===== src/rtl/msu_host_driver_pkg.sv =====
// Shared types, error bit positions and packet sizing helpers for the msu
// host driver. The count functions are the single source of packet sizes so
// the driver and the msu block cannot disagree on beat counts.
package msu_host_driver_pkg;

  // Operand widths of the modular squaring datapath.
  localparam int DAT_BITS = 64;
  localparam int TOT_BITS = 96;

  typedef enum logic [2:0] {
    ST_IDLE,
    ST_SEND,
    ST_RECV,
    ST_WAIT_DONE,
    ST_RESP
  } msu_drv_state_t;

  localparam int ERR_TLAST_EARLY   = 0;
  localparam int ERR_TLAST_MISSING = 1;
  localparam int ERR_TIMEOUT       = 2;
  localparam int ERR_SIZE          = 3;

  // Beats in the msu input packet: t_start, t_final, then sq_in.
  function automatic int msu_in_count(input int axi_len, input int t_len,
                                      input int sq_in_bits);
    return (2 * t_len) / axi_len + sq_in_bits / axi_len;
  endfunction

  // Beats in the msu output packet: t_current, then sq_out.
  function automatic int msu_out_count(input int axi_len, input int t_len,
                                       input int sq_out_bits);
    return t_len / axi_len + sq_out_bits / axi_len;
  endfunction

endpackage


===== src/rtl/msu_host_driver_if.sv =====
// AXI-stream bundle used for both directions between the driver and the msu.
interface msu_host_driver_if #(
  parameter int AXI_LEN = 32
);
  logic                   tvalid;
  logic                   tready;
  logic [AXI_LEN-1:0]     tdata;
  logic [AXI_LEN/8-1:0]   tkeep;
  logic                   tlast;

  modport master (output tvalid, output tdata, output tkeep, output tlast,
                  input tready);
  modport slave  (input tvalid, input tdata, input tkeep, input tlast,
                  output tready);
endinterface


===== src/rtl/msu_host_driver_axis_shift_ser.sv =====
// Right-shifting stream serialiser: a wide word is loaded in one cycle and
// handed out least-significant word first, one word per accepted beat.
module axis_shift_ser #(
  parameter int WORD_W = 32,
  parameter int COUNT  = 6
) (
  input  logic                     clk,
  input  logic                     reset,
  input  logic                     load,
  input  logic [WORD_W*COUNT-1:0]  load_data,
  input  logic                     fire,
  output logic [WORD_W-1:0]        word,
  output logic                     last,
  output logic                     first
);

  localparam int DATA_W = WORD_W * COUNT;
  localparam int BEAT_W = (COUNT > 1) ? $clog2(COUNT) : 1;

  logic [DATA_W-1:0] shreg;
  logic [BEAT_W-1:0] beat;

  // Load the packet, then drop one word per handshake and wrap the beat count.
  always_ff @(posedge clk or posedge reset) begin
    if (reset) begin
      shreg <= '0;
      beat  <= '0;
    end else if (load) begin
      shreg <= load_data;
      beat  <= '0;
    end else if (fire) begin
      shreg <= shreg >> WORD_W;
      beat  <= last ? '0 : beat + 1'b1;
    end
  end

  assign word  = shreg[WORD_W-1:0];
  assign last  = (beat == BEAT_W'(COUNT - 1));
  assign first = (beat == '0);

endmodule


===== src/rtl/msu_host_driver.sv =====
// Drives one squaring job through the msu: accepts a command, starts the msu,
// streams the command packet out, collects the result packet, waits for
// ap_done and offers the result with any error flags on a response handshake.
module msu_host_driver
  import msu_host_driver_pkg::*;
#(
  parameter int AXI_LEN           = 32,
  parameter int C_XFER_SIZE_WIDTH = 32,
  parameter int T_LEN             = 64,
  parameter int SQ_IN_BITS        = DAT_BITS,
  parameter int SQ_OUT_BITS       = TOT_BITS,
  parameter int TIMEOUT_CYCLES    = 2**24
) (
  input  logic                          clk,
  input  logic                          reset,
  input  logic                          cmd_valid,
  output logic                          cmd_ready,
  input  logic [T_LEN-1:0]              cmd_t_start,
  input  logic [T_LEN-1:0]              cmd_t_final,
  input  logic [SQ_IN_BITS-1:0]         cmd_sq_in,
  output logic                          ap_start,
  input  logic                          ap_done,
  msu_host_driver_if.master             m_axis,
  msu_host_driver_if.slave              s_axis,
  input  logic [C_XFER_SIZE_WIDTH-1:0]  msu_in_xfer_bytes,
  input  logic [C_XFER_SIZE_WIDTH-1:0]  msu_out_xfer_bytes,
  output logic                          rsp_valid,
  input  logic                          rsp_ready,
  output logic [T_LEN-1:0]              rsp_t_current,
  output logic [SQ_OUT_BITS-1:0]        rsp_sq_out,
  output logic [3:0]                    rsp_err,
  output logic                          busy
);

  localparam int IN_COUNT  = msu_in_count(AXI_LEN, T_LEN, SQ_IN_BITS);
  localparam int OUT_COUNT = msu_out_count(AXI_LEN, T_LEN, SQ_OUT_BITS);
  localparam int RX_W      = OUT_COUNT * AXI_LEN;
  localparam int RX_BW     = (OUT_COUNT > 1) ? $clog2(OUT_COUNT) : 1;
  localparam int WD_W      = $clog2(TIMEOUT_CYCLES + 1);
  localparam int IN_BYTES  = IN_COUNT * AXI_LEN / 8;
  localparam int OUT_BYTES = OUT_COUNT * AXI_LEN / 8;

  // Packets are built from whole stream words only.
  if ((T_LEN % AXI_LEN) != 0 || (SQ_IN_BITS % AXI_LEN) != 0 ||
      (SQ_OUT_BITS % AXI_LEN) != 0) begin : g_width_check
    $error("msu_host_driver: T_LEN, SQ_IN_BITS and SQ_OUT_BITS must be multiples of AXI_LEN");
  end

  msu_drv_state_t     state;
  msu_drv_state_t     state_next;
  logic [RX_W-1:0]    rx;
  logic [RX_BW-1:0]   rx_beat;
  logic [WD_W-1:0]    wd_cnt;
  logic               done_flag;
  logic [3:0]         err;
  logic               cmd_fire;
  logic               tx_valid;
  logic               tx_fire;
  logic               tx_last;
  logic               tx_first;
  logic [AXI_LEN-1:0] tx_word;
  logic               rx_ready;
  logic               rx_fire;
  logic               rx_last_beat;
  logic               wd_expired;
  logic               timeout_now;
  logic               size_mismatch;

  axis_shift_ser #(
    .WORD_W (AXI_LEN),
    .COUNT  (IN_COUNT)
  ) u_tx_ser (
    .clk       (clk),
    .reset     (reset),
    .load      (cmd_fire),
    .load_data ({cmd_sq_in, cmd_t_final, cmd_t_start}),
    .fire      (tx_fire),
    .word      (tx_word),
    .last      (tx_last),
    .first     (tx_first)
  );

  assign cmd_fire      = cmd_valid && cmd_ready;
  assign tx_fire       = tx_valid && m_axis.tready;
  assign rx_fire       = rx_ready && s_axis.tvalid;
  assign rx_last_beat  = (rx_beat == RX_BW'(OUT_COUNT - 1));
  assign wd_expired    = (wd_cnt == WD_W'(TIMEOUT_CYCLES - 1));
  assign size_mismatch = (msu_in_xfer_bytes  != C_XFER_SIZE_WIDTH'(IN_BYTES)) ||
                         (msu_out_xfer_bytes != C_XFER_SIZE_WIDTH'(OUT_BYTES));

  assign m_axis.tvalid = tx_valid;
  assign m_axis.tdata  = tx_word;
  assign m_axis.tkeep  = '1;
  assign m_axis.tlast  = tx_valid && tx_last;
  assign s_axis.tready = rx_ready;
  assign rsp_err       = err;

  // Next-state and handshake outputs; forward progress wins over the watchdog.
  always_comb begin
    state_next  = state;
    timeout_now = 1'b0;
    cmd_ready   = 1'b0;
    tx_valid    = 1'b0;
    ap_start    = 1'b0;
    rx_ready    = 1'b0;
    rsp_valid   = 1'b0;
    busy        = (state != ST_IDLE);
    case (state)
      ST_IDLE: begin
        cmd_ready = 1'b1;
        if (cmd_valid) state_next = ST_SEND;
      end
      ST_SEND: begin
        tx_valid = 1'b1;
        ap_start = tx_first;
        if (tx_fire && tx_last) begin
          state_next = ST_RECV;
        end else if (wd_expired) begin
          timeout_now = 1'b1;
          state_next  = ST_RESP;
        end
      end
      ST_RECV: begin
        rx_ready = 1'b1;
        if (rx_fire && (s_axis.tlast || rx_last_beat)) begin
          state_next = ST_WAIT_DONE;
        end else if (wd_expired) begin
          timeout_now = 1'b1;
          state_next  = ST_RESP;
        end
      end
      ST_WAIT_DONE: begin
        if (ap_done || done_flag) begin
          state_next = ST_RESP;
        end else if (wd_expired) begin
          timeout_now = 1'b1;
          state_next  = ST_RESP;
        end
      end
      ST_RESP: begin
        rsp_valid = 1'b1;
        if (rsp_ready) state_next = ST_IDLE;
      end
      default: state_next = ST_IDLE;
    endcase
  end

  // State register, receive shifter, watchdog, error flags and result capture.
  always_ff @(posedge clk or posedge reset) begin
    if (reset) begin
      state         <= ST_IDLE;
      rx            <= '0;
      rx_beat       <= '0;
      wd_cnt        <= '0;
      done_flag     <= 1'b0;
      err           <= '0;
      rsp_t_current <= '0;
      rsp_sq_out    <= '0;
    end else begin
      state <= state_next;

      if (state_next != state) begin
        wd_cnt <= '0;
      end else if ((state == ST_SEND || state == ST_RECV ||
                    state == ST_WAIT_DONE) && !wd_expired) begin
        wd_cnt <= wd_cnt + 1'b1;
      end

      if (timeout_now) err[ERR_TIMEOUT] <= 1'b1;

      case (state)
        ST_IDLE: begin
          if (cmd_fire) begin
            rx             <= '0;
            rx_beat        <= '0;
            done_flag      <= 1'b0;
            err            <= '0;
            err[ERR_SIZE]  <= size_mismatch;
          end
        end
        ST_RECV: begin
          if (ap_done) done_flag <= 1'b1;
          if (rx_fire) begin
            rx      <= {s_axis.tdata, rx[RX_W-1:AXI_LEN]};
            rx_beat <= rx_beat + 1'b1;
            if (s_axis.tlast && !rx_last_beat) err[ERR_TLAST_EARLY] <= 1'b1;
            if (!s_axis.tlast && rx_last_beat) err[ERR_TLAST_MISSING] <= 1'b1;
          end
        end
        default: ;
      endcase

      if (state_next == ST_RESP && state != ST_RESP) begin
        rsp_t_current <= rx[T_LEN-1:0];
        rsp_sq_out    <= rx[RX_W-1:T_LEN];
      end
    end
  end

endmodule


===== src/flat_wrapper.sv =====
// flat-port wrapper written by rule: the top's interface ports become plain ports
module msu_host_driver_flat import msu_host_driver_pkg::*;
#(
  parameter int AXI_LEN           = 32,
  parameter int C_XFER_SIZE_WIDTH = 32,
  parameter int T_LEN             = 64,
  parameter int SQ_IN_BITS        = DAT_BITS,
  parameter int SQ_OUT_BITS       = TOT_BITS,
  parameter int TIMEOUT_CYCLES    = 2**24
)
  (clk, reset, cmd_valid, cmd_ready, cmd_t_start, cmd_t_final, cmd_sq_in, ap_start, ap_done, msu_in_xfer_bytes, msu_out_xfer_bytes, rsp_valid, rsp_ready, rsp_t_current, rsp_sq_out, rsp_err, busy, m_axis_tvalid, m_axis_tdata, m_axis_tkeep, m_axis_tlast, m_axis_tready, s_axis_tvalid, s_axis_tdata, s_axis_tkeep, s_axis_tlast, s_axis_tready);
  msu_host_driver_if #(.AXI_LEN(AXI_LEN)) m_axis_i ();
  msu_host_driver_if #(.AXI_LEN(AXI_LEN)) s_axis_i ();
  input  logic clk;
  input  logic reset;
  input  logic cmd_valid;
  output logic cmd_ready;
  input  logic [T_LEN-1:0] cmd_t_start;
  input  logic [T_LEN-1:0] cmd_t_final;
  input  logic [SQ_IN_BITS-1:0] cmd_sq_in;
  output logic ap_start;
  input  logic ap_done;
  input  logic [C_XFER_SIZE_WIDTH-1:0] msu_in_xfer_bytes;
  input  logic [C_XFER_SIZE_WIDTH-1:0] msu_out_xfer_bytes;
  output logic rsp_valid;
  input  logic rsp_ready;
  output logic [T_LEN-1:0] rsp_t_current;
  output logic [SQ_OUT_BITS-1:0] rsp_sq_out;
  output logic [3:0] rsp_err;
  output logic busy;
  output wire logic [$bits(m_axis_i.tvalid)-1:0] m_axis_tvalid;
  output wire logic [$bits(m_axis_i.tdata)-1:0] m_axis_tdata;
  output wire logic [$bits(m_axis_i.tkeep)-1:0] m_axis_tkeep;
  output wire logic [$bits(m_axis_i.tlast)-1:0] m_axis_tlast;
  input wire logic [$bits(m_axis_i.tready)-1:0] m_axis_tready;
  input wire logic [$bits(s_axis_i.tvalid)-1:0] s_axis_tvalid;
  input wire logic [$bits(s_axis_i.tdata)-1:0] s_axis_tdata;
  input wire logic [$bits(s_axis_i.tkeep)-1:0] s_axis_tkeep;
  input wire logic [$bits(s_axis_i.tlast)-1:0] s_axis_tlast;
  output wire logic [$bits(s_axis_i.tready)-1:0] s_axis_tready;
  assign m_axis_tvalid = m_axis_i.tvalid;
  assign m_axis_tdata = m_axis_i.tdata;
  assign m_axis_tkeep = m_axis_i.tkeep;
  assign m_axis_tlast = m_axis_i.tlast;
  assign m_axis_i.tready = m_axis_tready;
  assign s_axis_i.tvalid = s_axis_tvalid;
  assign s_axis_i.tdata = s_axis_tdata;
  assign s_axis_i.tkeep = s_axis_tkeep;
  assign s_axis_i.tlast = s_axis_tlast;
  assign s_axis_tready = s_axis_i.tready;
  msu_host_driver #(.AXI_LEN(AXI_LEN), .C_XFER_SIZE_WIDTH(C_XFER_SIZE_WIDTH), .T_LEN(T_LEN), .SQ_IN_BITS(SQ_IN_BITS), .SQ_OUT_BITS(SQ_OUT_BITS), .TIMEOUT_CYCLES(TIMEOUT_CYCLES)) u_core (.clk(clk), .reset(reset), .cmd_valid(cmd_valid), .cmd_ready(cmd_ready), .cmd_t_start(cmd_t_start), .cmd_t_final(cmd_t_final), .cmd_sq_in(cmd_sq_in), .ap_start(ap_start), .ap_done(ap_done), .m_axis(m_axis_i), .s_axis(s_axis_i), .msu_in_xfer_bytes(msu_in_xfer_bytes), .msu_out_xfer_bytes(msu_out_xfer_bytes), .rsp_valid(rsp_valid), .rsp_ready(rsp_ready), .rsp_t_current(rsp_t_current), .rsp_sq_out(rsp_sq_out), .rsp_err(rsp_err), .busy(busy));
endmodule

===== config.mk =====
export PLATFORM = sky130hd
export DESIGN_NAME = msu_host_driver_flat
export DESIGN_NICKNAME = d
export VERILOG_FILES = /design/src/rtl/msu_host_driver_pkg.sv /design/src/rtl/msu_host_driver_if.sv /design/src/rtl/msu_host_driver_axis_shift_ser.sv /design/src/rtl/msu_host_driver.sv /design/src/flat_wrapper.sv
export SDC_FILE = /design/constraint.sdc
export NUM_CORES = 1
export LEC_CHECK = 0
export CORE_MARGIN = 2
export CORE_UTILIZATION = 35
export DETAILED_ROUTE_END_ITERATION = 7
export PLACE_DENSITY = 0.65
export RECOVER_POWER = 100
export SYNTH_ARGS = -nofsm -noshare
export SYNTH_HDL_FRONTEND = slang
export SYNTH_HIERARCHICAL = 1
export SYNTH_SLANG_ARGS = --single-unit

===== constraint.sdc =====
create_clock -name clk -period 10.7 [get_ports clk]
set_input_delay 1.605 -clock clk [delete_from_list [all_inputs] [get_ports clk]]
set_output_delay 1.605 -clock clk [all_outputs]
set_load 0.01 [all_outputs]

==> impl_metrics.csv <==
group,metric,value,unit
synthesis,ys_warn_count,6,
global_routing,overflow,0,
power_and_ir_drop,power.total,6.03,mW
power_and_ir_drop,cellPowerDensity,196,nW/um^2
route,ant_nets,0,
clock_tree,root_buffer,"clkbuf_16",
clock_tree,clk_transition_reported_paths,0.06,ns
place,dp.cells,3372,
worst_hold_path,whs_endpoint,"u_core/rsp_t_current[21]",
layout,fillCellCount,6122,
layout,nets,2864,
layout,syn_to_final_growth,30.8,%
critical_path,crit_arrival,7.24,ns
critical_path,critPathLaunchType,"input port",
timing,slew_headroom,-2.02,
timing,fin_crit_sh,0.624,
floorplan,boundaryPins,507,
worst_hold_path,hp-class,"reg -> reg",
critical_path,cp_top_family,"buffers and inverters",
clock_tree,clk_path_buf_depth,3,
route,dr_total_vias,17300,
clock_tree,cts_hold_buf,0,
synthesis,synth_edf_count,0,
worst_hold_path,hold_path_depth,1,
critical_path,slowest_delay,3.19,ns
clock_tree,insertion_delay,0.64,ns
synthesis,synth_ff_type,"dfrtp_1",
worst_hold_path,min_from,"u_core/rx[21]",
global_routing,grt_pass1_wl,101000,um
timing,tightestPinTransition,4.53,ns
synthesis,synth.top_cells.by_count,"dfrtp_1, nand2_1, nand3_1",
timing,grt_setup_unrepaired,"no",
layout,seq_area,13800,um^2
place,place_ws,6.20,ns
clock_tree,ctsResizeCount,0,
synthesis,yosys.area.top_type,"dfrtp_1",
clock_tree,cts_sinks,551,
route,drt-pass1-iter-count,7,
clock_tree,htreeDepth,2,
critical_path,crit_fanout,87,
route,drc_errors,0,
synthesis,synth_top_area_frac,0.587,
layout,layout.cells.non_filler,3497,
critical_path,timing.rr.end,"u_core/u_tx_ser/shreg[10]",
synthesis,seq_area_frac_synth,0.587,
global_routing,grt_max_degree,186,
critical_path,worstSetupPathType,"in -> reg",
critical_path,crit_chain,"dlygate4sd3_1 > nand2_1 > clkbuf_1 > buf_4 > nand3_1 > nand2_1",
power_and_ir_drop,ir_drop,0.138,mV
global_routing,antenna_found_initial,13,
layout,multi_input_area,8610,um^2
critical_path,crit_required,11.26,ns
timing,finalSetupTns,0,ns
power_and_ir_drop,leakagePower,14.8,nW
route,wl,64200,um
floorplan,dieHeight,263,um
floorplan,fp-row-count,95,
synthesis,synth_cell_type_count,57,
place,detailedPlacementHpwl,43000,um
synthesis,yosysMostFrequentCell,"dfrtp_1",
critical_path,startpoint,"cmd_valid",
layout,drive_above_1_share,0.0701,
floorplan,die_x,263,um
clock_tree,cts_tree,"yes",
timing,layout_setup_ws,4.02,ns
synthesis,postSynth.asyncResetShare,1.00,
critical_path,worst-path-buf-inv,3,
synthesis,avgSynthCellArea,10.9,um^2
global_routing,grt_pass1_vias,17600,
clock_tree,postCtsSetupRepairBufs,0,
job,maxCapViolCount,8,
critical_path,slowest_stage,"clkbuf_1",
route,first_iter_violations,1183,
timing,slew_viol_final,731,
critical_path,cpMostUsedCell,"nand2_1",
clock_tree,cts-buffers-inserted,60,
global_routing,grt_usage,0.181,
critical_path,worst-r2r-cell-count,5,
synthesis,synth_area_leaders,"dfrtp_1, nand2_1, mux2i_1, mux2_1, nand3_1",
place,gp_congestion,0.862,
synthesis,netlist_area,23500,um^2
timing,timing.fmax,0.150,GHz
floorplan,coreArea,66800,um^2
synthesis,synth_cells,2165,
timing,clock_skew,0.0711,ns
critical_path,end_kind,"flop",
route,wl_per_cell,18.4,um
synthesis,synth_seq_cells,551,
status,violations,"max-capacitance violations, max-slew violations",
place,port_buffers,498,
route,viasPerCell,4.94,
critical_path,r2r_setup_slack,4.61,ns
status,status,"finished, violations left",
timing,period_minus_slack,6.68,ns
critical_path,r2r-start,"u_core/state[0]",
timing,finalSetupViolCount,0,
floorplan,initial_utilization,0.352,
timing,final_hold_viol_count,0,
floorplan,dieArea,69200,um^2
[cells in the final DEF, fill, tap and decap left out, drive strengths merged, types with 3 or more instances in the layout]
master         instances
clkinv                17
nand2b                36
a21oi                 14
nand4                  7
clkbuf                91
mux2i                162
nand2                529
inv                   14
clkdlybuf4s50        291
clkinvlp               5
xnor2                 17
nand3                169
ha                     3
or4                    6
mux2                 160
nor4                  19
diode                 13
o31ai                  5
xor2                   3
dfrtp                551
a31oi                  3
and2                   5
bufinv                 5
nor2                  32
o21ai                203
a211oi                 6
o22ai                  3
buf                   10
dlygate4sd3          207
conb                   4
nor3                   5
[worst max-delay path by stage]
| stage | to | slack, ns | cells after the start |
|---|---|---|---|
| floorplan | u_core/u_tx_ser/beat[0] | 3.78 | 1 |
| global placement | u_core/rx[47] | 6.17 | 7 |
| detailed placement | u_core/rx[74] | 6.20 | 7 |
| CTS | m_axis_tlast | 6.71 | 3 |
| global route | u_core/u_tx_ser/shreg[137] | 3.64 | 5 |
| finish | u_core/rx[44] | 4.02 | 6 |
[per-layer routing]
metal,routed length [um],up-vias,GRT usage
li1,-,8138,-
met1,27300,8526,0.235
met4,2730,0,0.0876
met2,30500,468,0.288
met3,3680,131,0.0406
met5,0,-,0
[final cells by class]
class	count	share of cell area
sequential	551	0.448
timing repair buffer	513	0.166
clock buffer	86	0.0559
inverter	15	0.00216
multi-input combinational	1420	0.280
clock inverter	26	0.0114
tap	873	0.0355
antenna	13	0.00106
[kinds of logic after synthesis]
group,after synthesis,share of synthesized area
AO/OA/AOI/OAI,245,0.0558
XOR/XNOR,20,0.00745
adder cells (fa/ha/maj),3,0.00160
buffers and inverters,197,0.0489
flip-flops,551,0.587
multiplexers,322,0.146
other,1,0.000160
AND/OR/NAND/NOR,826,0.154
[through the flow]
step / hold slack [ns] / util / area (um^2)
after floorplan: 0.453 / - / 23500
after global placement: 0.470 / 0.430 / 28700
after detailed placement: 0.475 / 0.430 / 28700
after CTS: 0.439 / 0.461 / 30800
after global routing: 0.476 / 0.460 / 30700
final: 0.437 / 0.460 / 30700
[power breakdown]
group	switching (mW)	total (mW)	internal (mW)
Sequential	0.230	2.68	2.45
Combinational	0.673	1.23	0.559
Clock	0.866	2.11	1.25
Total	1.77	6.03	4.26
[flip-flops by register name, summed over array words and instances, names as in the netlist, 3 cells and up]
signal,cells
u_core/rsp_err,4
u_core/state,3
u_core/u_tx_ser/shreg,192
u_core/u_tx_ser/beat,3
u_core/rx,160
u_core/rx_beat,3
u_core/rsp_t_current,64
u_core/rsp_sq_out,96
u_core/wd_cnt,25
(Power assumes the default switching activity.)
==> RTL change (same flow settings) <==
Re-encode `msu_drv_state_t` (5 states) as one-hot, 5 bits wide.
--- a/src/rtl/msu_host_driver_pkg.sv
+++ b/src/rtl/msu_host_driver_pkg.sv
@@ -7,12 +7,12 @@
   localparam int DAT_BITS = 64;
   localparam int TOT_BITS = 96;
 
-  typedef enum logic [2:0] {
-    ST_IDLE,
-    ST_SEND,
-    ST_RECV,
-    ST_WAIT_DONE,
-    ST_RESP
+  typedef enum logic [4:0] {
+    ST_IDLE      = 5'b00001,
+    ST_SEND      = 5'b00010,
+    ST_RECV      = 5'b00100,
+    ST_WAIT_DONE = 5'b01000,
+    ST_RESP      = 5'b10000
   } msu_drv_state_t;
 
   localparam int ERR_TLAST_EARLY   = 0;
Check against the original RTL: same outputs for any inputs over 4 cycles, from zero or initial values and one cycle with reset high; so few cycles prove little.
==> RTL change against the original RTL <==
- the run still ends with max-capacitance violations, max-slew violations left
- sequential cell count rose by 2
- design area rose by 0.56%
- setup slack got worse by 0.095 ns
- total power fell by 0.26%
- sequential share of layout area fell by 0.085 points
- sequential power barely moved
- routed wire length fell by 1.1%
- via count fell by 1.4%
- synthesized area rose by 1.3%
- critical path type unchanged
- critical endpoint is now u_core/rx[32]
- largest power group unchanged
==> RTL change: results (changes against the original RTL) <==
stage;metric;value;unit;change
cells_and_area;clock tree cell share of total cell area;6.648;%;-0.078 points
timing;min cycle time layout;6.773;ns;+0.09450 ns
synthesis;top post-synthesis cells by count;dfrtp_1, nand2_1, o21ai_0, mux2i_1, o21ai_1;;
synthesis;Cell variety after synth;56;;-1.8%
critical_path;reg-to-reg endpoint;u_core/u_tx_ser/shreg[72];;
place;GPL Wtd Cong;0.8320;;-3.5%
global_routing;initial antenna violation count;12;;-1
detailed_routing;met3 wire length;3.400;mm;-7.7%
global_routing;met3 GRT Util;4.050;%;-0.0093 points
timing;Final Skew;0.03328;ns;-0.03779 ns
detailed_routing;Via Count;17030;;-1.4%
critical_path;Worst path max stage delay;3.41;ns;+0.22 ns
global_routing;largest net degree at the start of global routing;280;;+51%
cells_and_area;NonClk Buf Share;16.61;%;+0.045 points
place;worst slack, placed;5.867;ns;-0.3367 ns
global_routing;number of global-route vias before repair;17320;;-1.8%
critical_path;Worst R2R Setup Slack;4.45;ns;-0.16 ns
place;DP HPWL;43.41;mm;+1.0%
detailed_routing;post-DR wirelength/cell;18.05;um;-1.7%
detailed_routing;routed metal-1 wirelength;28.35;mm;+4.0%
power_and_ir_drop;Max rail drop VDD;0.1401;mV;+1.8%
global_routing;first-pass GRT wire length;100.2;mm;-0.52%
global_routing;met1 Track Usage GR;24.53;%;+1.0 points
place;dpl cell area;0.02898;mm2;+0.91%
global_routing;M2 GR Usage;28.13;%;-0.71 points
synthesis;xor-xnor portion of the synthesized cell area;0.8097;%;+0.064 points
cells_and_area;Nets;2886;;+0.77%
timing;Slew @ Worst Pin;5.605;ns;+1.074 ns
cells_and_area;Reg area;0.01384;mm2;+0.37%
detailed_routing;drt pass-1 iters;8;;+1
outcome;failing checks;max-capacitance violations, max-slew violations;;
outcome;status;finished, violations left;;
cells_and_area;multi-input logic area;0.008711;mm2;+1.2%
run;Max-Cap Viols;7;;-1
synthesis;post-synthesis mux area share;14.48;%;-0.082 points
cts;total CTS buffers;59;;-1.7%
cells_and_area;multi-input gates;1445;;+1.8%
cells_and_area;Logic inverters;11;;-4
synthesis;top cells by area, synth;dfrtp_1, nand2_1, mux2i_1;;
synthesis;Compound-Gate Fraction of Synth Area;8.691;%;+3.1 points
timing;Pins Over Slew Limit;502;;-31%
critical_path;CP endpoint;u_core/rx[32];;
critical_path;crit-path max FO;133;;+53%
cells_and_area;fill count;6230;;+1.8%
hold_path;Hold Path End;u_core/rx[1];;
detailed_routing;met2 routed WL;30.15;mm;-1.3%
synthesis;Post-Synth Adder-Cell Area;0.1577;%;-0.0020 points
detailed_routing;1st-iter DRT viols;1147;;-3.0%
synthesis;FF+latch count, synth;553;;+0.36%
power_and_ir_drop;P_leak;13.60;nW;-8.1%
hold_path;cell depth of the worst hold path;2;;+1
cells_and_area;share of layout cells above drive strength 1;7.295;%;+0.29 points
hold_path;Hold Startpoint;u_core/rx[1];;
critical_path;R2R cell count;6;;+1
critical_path;Reg-to-Reg Start;u_core/state[3];;
==> RTL change: kinds of logic (layout without fill, tap and decap cells) <==
kind of cell / after synthesis / count (layout)
other: 1 / 18
buffers and inverters: 195 / 634
DFF: 553 / 553
adders and majority gates: 3 / 3
xor gates and xnor gates: 22 / 22
muxes: 321 / 321
and+or+nand+nor: 704 / 704
AOI/OAI and AO/OA: 391 / 391
==> RTL change: power by group <==
part           internal, mW  total [mW]  switching (mW)
registers              2.45        2.68           0.229
logic                 0.517        1.19           0.674
clock network          1.29        2.14           0.855
total                  4.25        6.01            1.76
==> RTL change: per-stage QoR <==
stage | std cells | hold WS [ns]
2_1_floorplan | 2193 | 0.4460
3_3_place_gp | 3395 | 0.4581
3_5_place_dp | 3395 | 0.4672
4_1_cts | 3505 | 0.4816
5_1_grt | 3517 | 0.4935
6_report | 3519 | 0.4771
